### src/rtl/ultrasonic_scheduler.sv
// Round-robin scheduler sharing one pulse-width measurement path between
// several ultrasonic rangefinders: trigger, route echo, wait, latch result.
module ultrasonic_scheduler #(
    parameter int N_SENSORS      = 3,
    parameter int TRIG_CYCLES    = 200,
    parameter int TIMEOUT_CYCLES = 500_000,
    parameter int SETTLE_CYCLES  = 4,
    parameter int GAP_CYCLES     = 10_000,
    localparam int DATA_W        = 8
) (
    input  logic                        clk,
    input  logic                        reset,
    input  logic                        enable,
    input  logic [N_SENSORS-1:0]        pw_in,
    input  logic [DATA_W-1:0]           meas_distance,
    output logic [N_SENSORS-1:0]        trig,
    output logic                        pwm_sel,
    output logic [DATA_W*N_SENSORS-1:0] dist_out,
    output logic                        dist_valid,
    output logic [2:0]                  dist_idx,
    output logic [N_SENSORS-1:0]        timeout_err
);

    function automatic int max_of(input int a, input int b);
        return (a > b) ? a : b;
    endfunction

    localparam int CNT_MAX = max_of(max_of(TRIG_CYCLES, TIMEOUT_CYCLES),
                                    max_of(SETTLE_CYCLES, GAP_CYCLES));
    localparam int CNT_W   = $clog2(CNT_MAX + 1);

    // A timed-out slot reports full-scale distance so downstream logic sees "nothing in range".
    function automatic logic [DATA_W-1:0] result_byte(input logic timed_out_f,
                                                      input logic [DATA_W-1:0] meas);
        return timed_out_f ? {DATA_W{1'b1}} : meas;
    endfunction

    typedef enum logic [2:0] {
        IDLE,
        TRIG,
        WAIT_RISE,
        WAIT_FALL,
        SETTLE,
        LATCH,
        GAP
    } state_t;

    state_t               state, state_nxt;
    logic [CNT_W-1:0]     cnt, cnt_nxt;
    logic [CNT_W-1:0]     tcnt, tcnt_nxt;
    logic [2:0]           cur, cur_nxt;
    logic                 timed_out, timed_out_nxt;
    logic [N_SENSORS-1:0] cur_hot;
    logic                 pw_cur;
    logic                 latch_en;

    always_comb begin
        cur_hot = '0;
        for (int i = 0; i < N_SENSORS; i++) begin
            cur_hot[i] = (cur == 3'(i));
        end
        pw_cur = |(pw_in & cur_hot);
    end

    always_comb begin
        state_nxt     = state;
        cnt_nxt       = cnt;
        tcnt_nxt      = tcnt;
        cur_nxt       = cur;
        timed_out_nxt = timed_out;
        latch_en      = 1'b0;
        case (state)
            IDLE: begin
                if (enable) begin
                    state_nxt = TRIG;
                    cnt_nxt   = CNT_W'(TRIG_CYCLES - 1);
                end
            end
            TRIG: begin
                if (cnt == '0) begin
                    state_nxt     = WAIT_RISE;
                    tcnt_nxt      = '0;
                    timed_out_nxt = 1'b0;
                end else begin
                    cnt_nxt = cnt - CNT_W'(1);
                end
            end
            WAIT_RISE: begin
                // Timeout has priority so a slot never exceeds its budget.
                if (tcnt == CNT_W'(TIMEOUT_CYCLES - 1)) begin
                    state_nxt     = LATCH;
                    timed_out_nxt = 1'b1;
                end else begin
                    tcnt_nxt = tcnt + CNT_W'(1);
                    if (pw_cur) state_nxt = WAIT_FALL;
                end
            end
            WAIT_FALL: begin
                if (tcnt == CNT_W'(TIMEOUT_CYCLES - 1)) begin
                    state_nxt     = LATCH;
                    timed_out_nxt = 1'b1;
                end else begin
                    tcnt_nxt = tcnt + CNT_W'(1);
                    if (!pw_cur) begin
                        state_nxt = SETTLE;
                        cnt_nxt   = CNT_W'(SETTLE_CYCLES - 1);
                    end
                end
            end
            SETTLE: begin
                if (cnt == '0) state_nxt = LATCH;
                else           cnt_nxt   = cnt - CNT_W'(1);
            end
            LATCH: begin
                latch_en  = 1'b1;
                cur_nxt   = (cur == 3'(N_SENSORS - 1)) ? 3'd0 : cur + 3'd1;
                state_nxt = GAP;
                cnt_nxt   = CNT_W'(GAP_CYCLES - 1);
            end
            GAP: begin
                if (cnt == '0) begin
                    if (enable) begin
                        state_nxt = TRIG;
                        cnt_nxt   = CNT_W'(TRIG_CYCLES - 1);
                    end else begin
                        state_nxt = IDLE;
                    end
                end else begin
                    cnt_nxt = cnt - CNT_W'(1);
                end
            end
            default: state_nxt = IDLE;
        endcase
    end

    always_ff @(posedge clk or negedge reset) begin
        if (!reset) begin
            state     <= IDLE;
            cnt       <= '0;
            tcnt      <= '0;
            cur       <= 3'd0;
            timed_out <= 1'b0;
        end else begin
            state     <= state_nxt;
            cnt       <= cnt_nxt;
            tcnt      <= tcnt_nxt;
            cur       <= cur_nxt;
            timed_out <= timed_out_nxt;
        end
    end

    // Outputs are registered from the current state, so they trail the state by one cycle.
    always_ff @(posedge clk or negedge reset) begin
        if (!reset) begin
            trig        <= '0;
            pwm_sel     <= 1'b0;
            dist_out    <= '0;
            dist_valid  <= 1'b0;
            dist_idx    <= 3'd0;
            timeout_err <= '0;
        end else begin
            trig       <= (state == TRIG) ? cur_hot : '0;
            pwm_sel    <= (state == WAIT_RISE || state == WAIT_FALL) ? pw_cur : 1'b0;
            dist_valid <= latch_en;
            if (latch_en) begin
                dist_idx <= cur;
                for (int i = 0; i < N_SENSORS; i++) begin
                    if (cur_hot[i]) begin
                        dist_out[DATA_W*i +: DATA_W] <= result_byte(timed_out, meas_distance);
                        timeout_err[i]               <= timed_out;
                    end
                end
            end
        end
    end

endmodule
### config.mk
export PLATFORM = sky130hd
export DESIGN_NAME = ultrasonic_scheduler
export DESIGN_NICKNAME = d
export VERILOG_FILES = /design/src/rtl/ultrasonic_scheduler.sv
export SDC_FILE = /design/constraint.sdc
export NUM_CORES = 1
export LEC_CHECK = 0
export ABC_AREA = 1
export CORE_UTILIZATION = 65
export DETAILED_ROUTE_END_ITERATION = 10
export DONT_BUFFER_PORTS = 1
export HOLD_SLACK_MARGIN = 0.02
export PLACE_DENSITY_LB_ADDON = 0.1
export SKIP_LAST_GASP = 1
export SLEW_MARGIN = 5
export SYNTH_ARGS = -nofsm -noshare
export SYNTH_HDL_FRONTEND = slang
export SYNTH_SLANG_ARGS = --single-unit
### constraint.sdc
create_clock -name clk -period 5.5 [get_ports clk]
set_input_delay 1.1 -clock clk [delete_from_list [all_inputs] [get_ports clk]]
set_output_delay 1.1 -clock clk [all_outputs]
set_load 0.02 [all_outputs]
After elaboration in Yosys (flattened, before gate mapping)

Cells that the tools add are included.
W data, S select, Z words.

Add/subtract/negate cells: 3
$mul: 0
Divide/modulo/power cells: 0
$lt $le $gt $ge: 0
Equality and inequality tests: 20
Shifts and indexed selects: 0
Mux-type cells: 27
Bitwise gates (word level): 1
Reduce and logical (&&, ||, !) cells: 16

Operators by type and width:

| operator                | number |
|---|---|
| $mux W19                | 7 |
| $pmux W19 S5            | 1 |
| $pmux W19 S2            | 1 |
| $mux W3                 | 10 |
| $pmux W3 S7             | 1 |
| $add A19 B1 Y19 const B | 1 |
| $eq A19 B19 Y1 const B  | 1 |
| $logic_not A19 Y1       | 1 |
| $sub A19 B1 Y19 const B | 1 |
| $ne A2 B2 Y1 const B    | 8 |
| $eq A3 B2 Y1 const B    | 3 |
| $eq A3 B3 Y1 const B    | 3 |
| $mux W8                 | 1 |
| $eq A3 B1 Y1 const B    | 2 |
| $logic_not A3 Y1        | 2 |
| $ne A3 B3 Y1 const B    | 2 |
| $reduce_and A2 Y1       | 3 |
| $reduce_and A3 Y1       | 2 |
| $reduce_and A6 Y1       | 1 |
| $mux W1                 | 5 |
| $reduce_bool A5 Y1      | 1 |
| $reduce_and A4 Y1       | 1 |
| $reduce_or A2 Y1        | 2 |
| $add A3 B1 Y3 const B   | 1 |
| 6 further kinds         | 6 |

Bits in registers: 80
Latch bits: 0
Bits in writable memories: 0
Bits in read-only memories: 0
Input bits: 14
Output and inout port bits: 35
Logic and storage cells: 82
Memories kept: 0

Longest topological paths before layout

Gate-level depths: netlist (run 1).

Depth in word-level cells: 6
Gate-level depth with buffers: 12
Mapped depth without buffers: 11

Least setup slack after synthesis (run 1)

No wires, ideal clock.

Path type: input-to-reg
Start point: input pw_in[1]
End point: register cnt[0]
Library setup time: 117 ps
Data arrival time: 1935 ps
Required time: 5383 ps
Slack: 3448 ps
Stages: 9
Buffers on the path: 1
Cells stage by stage: nand3_1 -> nand3_1 -> nand2_1 -> nand2_1 -> nor2_2 -> buf_4 -> nand2_1 -> nor2_1 -> nor2_1

Word-level cells in the longest chain between the ends: 4

RTL lines:

| element                            | line | RTL |
|---|---|---|
| start: declaration                 | 14   | `input logic [N_SENSORS-1:0] pw_in,` |
| $and A3 B3 Y3                      | 62   | `pw_cur = \|(pw_in & cur_hot);` |
| $reduce_or A3 Y1                   | 62   |  |
| $ne A2 B2 Y1 (no source line)      | -    |  |
| $reduce_and A4 Y1 (no source line) | -    |  |
| end signal: assignment             | 145  | `cnt <= cnt_nxt;` |
| end: declaration                   | 49   | `logic [CNT_W-1:0] cnt, cnt_nxt;` |

No other way between the ends.
A chain may end at the register's enable or synchronous reset.

Worst setup path in the final report (run 1)

Start point: register state[0]
End point: register cnt[11]

Word-level cells in the longest chain between the ends: 4
Elaborated cells between the ends (all ways): 13
Those cells by class: eq/ne (8); mux (1); reduce/logical (4)

RTL lines:

| element                                                                    | line | RTL |
|---|---|---|
| start: declaration                                                         | 48   | `state_t state, state_nxt;` |
| start signal: assignment                                                   | 144  | `state <= state_nxt;` |
| $eq A3 B1 Y1 / $eq A3 B3 Y1 (equally long branches)                        | 72   | `case (state)` |
| $reduce_or A2 Y1 (no source line)                                          | -    |  |
| $reduce_bool A5 Y1 (no source line) / $ne A2 B2 Y1 (equally long branches) | -    |  |
| $reduce_and A4 Y1 (no source line)                                         | -    |  |

Parallel ways exist; a longest one is shown, timed or not.

==> impl_results.md, run 1 <==
- Outcome: completed
- Gr ovfl total: 0
- Max Root-Sink Buffers: 2
- Number of synthesized flops with an enable pin: 0
- Fin Clk Skew: 17.0 ps
- Num CTS Buffers: 9
- Drt first pass iters: 5
- CTS clk-pin slew, worst paths: 100 ps
- Post-synthesis net count: 625
- CP arrival: 2880 ps
- # clock sinks: 80
- Area of the multi-input gates: 0.00238 mm^2
- GPL Wtd Cong: 0.934
- Fin crit share: 47.6%
- Slew margin rel.: 34.3%
- Switching power: 0.257 mW
- H-tree levels: 3
- DRT iter0 DRCs: 308
- Die Ht: 86.5 um
- Combinational power share: 1.0%
- RSZ-0062 raised after global routing: no
- Sw frac: 24.0%
- Worst path slowest cell: nor2_2
- Sequential cell area: 0.00200 mm^2
- CP delay by family, top: simple AND/OR/NAND/NOR gates
- Yosys reg bits: 80
- Synth Cell Area: 0.00464 mm^2
- Sequential area share after synthesis: 43.1%
- Syn-to-layout area delta: 5.77%
- Global-route wire length before repair: 17200 um
- Count leader, synth: nand2_1
- IO Port Bufs: 0
- Worst Path Max Fanout: 23
- Core ar.: 0.00683 mm^2
- Hold Vio Cnt, Final: 0
- Wire per inst: 14.7 um
- Antenna violations before repair: 0
- CTS tree: done
- Worst setup SP type: register
- P per Cell Area: 218 mW/mm^2
- Post-Syn Instances: 608
- Vias in the first global route: 3757
- Syn_area_per_cell: 7.64 um^2
- Final Setup Violations: 0
- Cell chain of the critical path: inv_2 > nand2_1 > o21ai_1 > o21ai_0 > nand2_1 > nor2_2 > nand2_1 > nand2_1 > nand2_1
- Ranking of synthesized cells by area: dfrtp_1 43%, nand2_1 15%, nor2_1 6.6%
- Via count: 4005
- CP Buf/Inv Count: 1
- Worst-Margin Slew: 979 ps
- HPWL Detailed: 7290 um
- # DRC: 0
- Number of antenna-violating nets in the routed design: 0
- Slowest stage delay, CP: 730 ps
- Hold Path Class: in -> async
- Post-DR vias/cell: 5.64
- Largest net degree at the start of global routing: 81
- Worst path required time: 5760 ps
- Row cnt: 30
- Yosys warns: 0
- Total GRT Usage: 29.6%
- Final #Nets: 626
- Final Critical Period: 2620 ps
- Hold buffer count at CTS: 0
- Util after Layout: 71.9%
- Die area: 0.00749 mm^2
- Placement Setup Slack: 2690 ps
- P_int: 0.814 mW
- Final Cell Area: 0.00491 mm^2
- Post-synth top area share: 43.1%
- Fill count: 559
- Crit Path Category: reg -> reg
- Setup WS post-layout: 2880 ps
- Setup crit end kind: register
- Post-synth top cells: 181 x nand2_1, 82 x nor2_1, 80 x dfrtp_1, 56 x nand3_1, 49 x inv_1
- Max Slew Vio Count: 0
- Reg power frac: 55.7%
- Initial Utilization: 68.0%
- Post-synth cell types: 34
- Peak supply drop: 0.124 mV
- Share of cells above drive strength 1: 13.2%
- Final wirelength: 10400 um
- Most frequent cell on the critical path: nand2_1
- Setup bufs post-CTS: 0
- Post-synth ARST share: 100%
- Leak Pwr: 2.40 nW
- MaxCap Viol Count: 0
- Setup TNS: 0 ps
- Die width: 86.5 um
- N_diodes: 0
- Top_reg_cell synth: dfrtp_1
- Top Ports: 49
- Fmax: 382 MHz
- Largest area contributor in the netlist: dfrtp_1
- Clock power share: 43.3%
- PostCTS Resize Cnt: 0
- DP Area: 0.00470 mm^2
- Root buffer cell: clkbuf_8
- Insertion delay to the later sink of the worst-skew pair: 370 ps
==> cell type report <==
type	instances	area share (%)
clock buffers	9	2.52
well taps	96	2.45
flip-flops and latches	80	40.8
multi-input cells	464	48.4
clock inverters	7	1.73
inverters	54	4.18
==> through the flow <==
step / hold slack (ps) / power, mW / cells
floorplan: 483 / 0.616 / 608
global placement: 512 / 0.617 / 694
detailed placement: 516 / 0.619 / 694
CTS: 410 / 1.08 / 710
global route: 399 / 1.11 / 710
finish: 419 / 1.07 / 710
==> final timing paths <==
path	start	end	slack, ps	cells past startpoint
setup / recovery	state[0]$_DFFE_PN0P_	cnt[11]$_DFFE_PN0P_	2880	9
hold / removal	reset	tcnt[16]$_DFFE_PN0P_	420	0
setup reg to reg	state[0]$_DFFE_PN0P_	cnt[11]$_DFFE_PN0P_	2880	9
hold reg to reg	cnt[18]$_DFFE_PN0P_	cnt[18]$_DFFE_PN0P_	540	2
max in group asynchronous	reset	cnt[2]$_DFFE_PN0P_	4960	0
min in group clk	cnt[18]$_DFFE_PN0P_	cnt[18]$_DFFE_PN0P_	540	2
==> cells in the final DEF, fill, tap and decap left out, types with 4 or more instances in the layout <==
cell type and instances:
nand4_1 14, nand2_2 4, clkbuf_8 9, nand3_1 56
o21ai_1 11, nor2_2 8, a21oi_1 9, mux2_2 24
inv_1 49, dfrtp_1 80, o21ai_0 12, nor3_1 7
nand2_1 181, or2_2 13, xor2_1 18, nor2_1 82
inv_2 4
==> flip-flops by register name, indices dropped and copies added (netlist names) <==
name	cells
cur	3
dist_idx	3
state	3
timeout_err	3
trig	3
cnt	19
pwm_sel	1
dist_out	24
tcnt	19
dist_valid	1
timed_out	1
==> power groups by stage <==
stage / Combinational (mW) / Sequential (mW) / Clock, mW
2_1_floorplan: 0.00815 / 0.608 / 0
3_3_place_gp: 0.00930 / 0.608 / 0
3_5_place_dp: 0.0102 / 0.608 / 0
4_1_cts: 0.0103 / 0.597 / 0.471
5_1_grt: 0.0112 / 0.597 / 0.497
6_report: 0.0103 / 0.597 / 0.464
==> logic make-up (layout without fill, tap and decap cells) <==
kind of cell    after synthesis  count (layout)  synth area share (%)
xor+xnor                     20              20                  3.77
buf+inv                      64              70                  5.74
mux                          24              24                  5.82
compound gates               41              41                  4.90
simple gates                376             376                  35.9
flops                        80              80                  43.1
fa+ha+maj                     3               3                 0.808
==> metal layers <==
layer | up-vias | global-route usage, % | share of wire, %
li1 | 1954 | - | -
met1 | 1861 | 39.7 | 45
met2 | 170 | 47.4 | 46
met3 | 20 | 6.10 | 7.9
met4 | 0 | 11.4 | 1.6
met5 | - | 0 | 0
(Power assumes the default switching activity.)
==> run 2: changes to the inputs <==
--- a/config.mk
+++ b/config.mk
@@ -6,7 +6,7 @@
 export NUM_CORES = 1
 export LEC_CHECK = 0
 export ABC_AREA = 1
-export CORE_UTILIZATION = 65
+export CORE_UTILIZATION = 64
 export DETAILED_ROUTE_END_ITERATION = 10
 export DONT_BUFFER_PORTS = 1
 export HOLD_SLACK_MARGIN = 0.02
==> constraint.sdc (replaced) <==
create_clock -name clk -period 2.5 [get_ports clk]
set_input_delay 0.5 -clock clk [delete_from_list [all_inputs] [get_ports clk]]
set_output_delay 0.5 -clock clk [all_outputs]
set_load 0.02 [all_outputs]
==> impl_results.md, run 2 (same netlist as run 1, synthesis figures left out) <==
- # DRC: 0 (unchanged)
- Via count: 3995 (-0.25%)
- IO Port Bufs: 0 (unchanged)
- Clock power share: 39.5% (-3.8 points)
- Syn-to-layout area delta: 6.36%
- Antenna violations before repair: 0 (unchanged)
- RSZ-0062 raised after global routing: no
- Combinational power share: 2.2% (+1.2 points)
- Insertion delay to the later sink of the worst-skew pair: 360 ps (about the same)
- Largest net degree at the start of global routing: 81 (unchanged)
- R2r setup slk: 400 ps (-2480 ps)
- Outcome: completed
- P per Cell Area: 456 mW/mm^2 (+110%)
- Commonest cells after routing, fill and taps aside: 181 x nand2_1, 82 x nor2_1, 80 x dfrtp_1
- Worst path required time: 2800 ps (-2960 ps)
- Fin crit share: 83.9% (+36 points)
- Cell chain of the critical path: ha_1 > nand3_2 > nor3_4 > nand3_2 > nand2_1 > nor2_2 > buf_4 > nand2_1 > nand2_1 > nand2_1
- Num CTS Buffers: 9 (unchanged)
- Worst Path Max Fanout: 23 (unchanged)
- Slowest stage delay, CP: 490 ps (-240 ps)
- Setup TNS: 0 ps (unchanged)
- CTS clk-pin slew, worst paths: 90 ps (about the same)
- Util after Layout: 71.5% (-0.38 points)
- Fmax: 477 MHz (+25%)
- Switching power: 0.564 mW (+120%)
- Number of antenna-violating nets in the routed design: 0 (unchanged)
- Fin Clk Skew: 13.8 ps (-3.20 ps)
- Total GRT Usage: 28.6% (-0.97 points)
- Die width: 87.2 um (+0.76%)
- Hold slack: 33.1 ps (-385 ps)
- Hold Path Class: in -> async
- Final #Nets: 631 (+0.80%)
- Share of cells above drive strength 1: 13.9% (+0.70 points)
- Worst r2r src: tcnt[0]$_DFFE_PN0P_
- Leak Pwr: 2.42 nW (+0.98%)
- Worst-Margin Slew: 537 ps (-442 ps)
- Fill count: 586 (+4.8%)
- Worst Setup SP: tcnt[0]$_DFFE_PN0P_
- Setup WS post-layout: 401 ps (-2480 ps)
- P_int: 1.69 mW (+110%)
- Die Ht: 87.2 um (+0.76%)
- Final Power: 2.25 mW (+110%)
- Most frequent cell on the critical path: nand2_1
- MaxCap Viol Count: 0 (unchanged)
- Max Root-Sink Buffers: 2 (unchanged)
- N_diodes: 0 (unchanged)
- Worst R2R Path Depth: 10 (+1)
- GPL Wtd Cong: 0.947 (+1.4%)
- Hold Vio Cnt, Final: 0 (unchanged)
- Reg power frac: 58.3% (+2.6 points)
- Sw frac: 25.1% (+1.1 points)
- Top Ports: 49 (unchanged)
- Vias in the first global route: 3583 (-4.6%)
- Largest register FFs: 24 (unchanged)
- DRT iter0 DRCs: 315 (+2.3%)
- Final Critical Period: 2100 ps (-521 ps)
- Final wirelength: 10100 um (-3.2%)
- Max Slew Vio Count: 0 (unchanged)
- Largest registers: dist_out (24), cnt (19), tcnt (19)
- Die area: 0.00760 mm^2 (+1.5%)
- Global-route wire length before repair: 16800 um (-2.2%)
- Commonest non-fill, non-tap cell in the layout: nand2_1
- Met2 GRT Util: 43.5% (-4.0 points)
- CP arrival: 2390 ps (-490 ps)
- Worst setup SP type: register
- Core ar.: 0.00691 mm^2 (+1.1%)
- Post-DR vias/cell: 5.59 (-0.95%)
- M3 GR Usage: 5.88% (-0.22 points)
- Gr ovfl total: 0 (unchanged)
- CTS tree: done
- Root buffer cell: clkbuf_8
- R2R Path End: cnt[15]$_DFFE_PN0P_
- Area of the multi-input gates: 0.00238 mm^2 (unchanged)
- PostCTS Resize Cnt: 0 (unchanged)
- H-tree levels: 3 (unchanged)
- Wire per inst: 14.1 um (-3.9%)
- Peak supply drop: 0.274 mV (+120%)
- Global routing's busiest layer: met2
- Register bank with the most flops: dist_out
- Sequential cell area: 0.00200 mm^2 (unchanged)
- HPWL Detailed: 7120 um (-2.3%)
- M1 GR Usage: 40.7% (+1.1 points)
- # clock sinks: 80 (unchanged)
- Final Setup Violations: 0 (unchanged)
- Row cnt: 30 (unchanged)
- Slew margin rel.: 64.2% (+30 points)
- Crit Path Category: reg -> reg
- Initial Utilization: 67.2% (-0.74 points)
- Worst path slowest cell: dfrtp_1
- Placement Setup Slack: 427 ps (-2270 ps)
- Drt first pass iters: 5 (unchanged)
- Setup crit end kind: register
==> run 2: worst max-delay path by stage <==
stage | slack [ps] | endpoint | cells after the start
global route | 190 | cnt[7]$_DFFE_PN0P_ | 7
detailed placement | 430 | dist_out[16]$_DFFE_PN0P_ | 4
floorplan | 780 | tcnt[15]$_DFFE_PN0P_ | 9
global placement | 510 | cnt[17]$_DFFE_PN0P_ | 10
finish | 400 | cnt[15]$_DFFE_PN0P_ | 10
CTS | 400 | dist_out[18]$_DFFE_PN0P_ | 4
==> run 2: per-layer routing <==
| metal | wire (um) | part of all wire, % |
|---|---|---|
| met1 | 4780 | 47 |
| met2 | 4380 | 43 |
| met3 | 784 | 7.8 |
| met4 | 129 | 1.3 |
| met5 | 0 | 0 |
==> run 2: cell type report <==
class                   instances  share of cell area, %
clock buffers                   9                   2.51
clock inverters                 7                   1.11
inverters                      54                   4.15
repair buffers                  5                   1.17
multi-input cells             464                   48.1
flip-flops and latches         80                   40.5
well taps                      96                   2.43
==> run 2: repair_timing <==
action / CTS / global route
hold buffers: 1 / 0
endpoints found under the setup margin: 0 / 0
endpoints found under the hold margin: 80 / 0
buffers inserted: 0 / 0
==> run 2: through the flow <==
step	std cells	area [um^2]
floorplan	608	4640
global placement	698	4730
detailed placement	698	4730
CTS	715	4940
global route	715	4940
finish	715	4940
==> run 2: power by group through the flow <==
stage / registers (mW) / clock network, mW / logic, mW
after floorplan: 1.34 / 0 / 0.0179
after global placement: 1.34 / 0 / 0.0214
after detailed placement: 1.34 / 0 / 0.0222
after CTS: 1.31 / 0.903 / 0.0528
after global routing: 1.31 / 0.972 / 0.0590
final: 1.31 / 0.888 / 0.0504
==> run 2: worst max-delay path, delay by kind of cell (launching register included) <==
family                     cells  cell delay (ps)
buffers and inverters          1              210
and+or+nand+nor                8             1040
DFF                            1              490
adders and majority gates      1              280
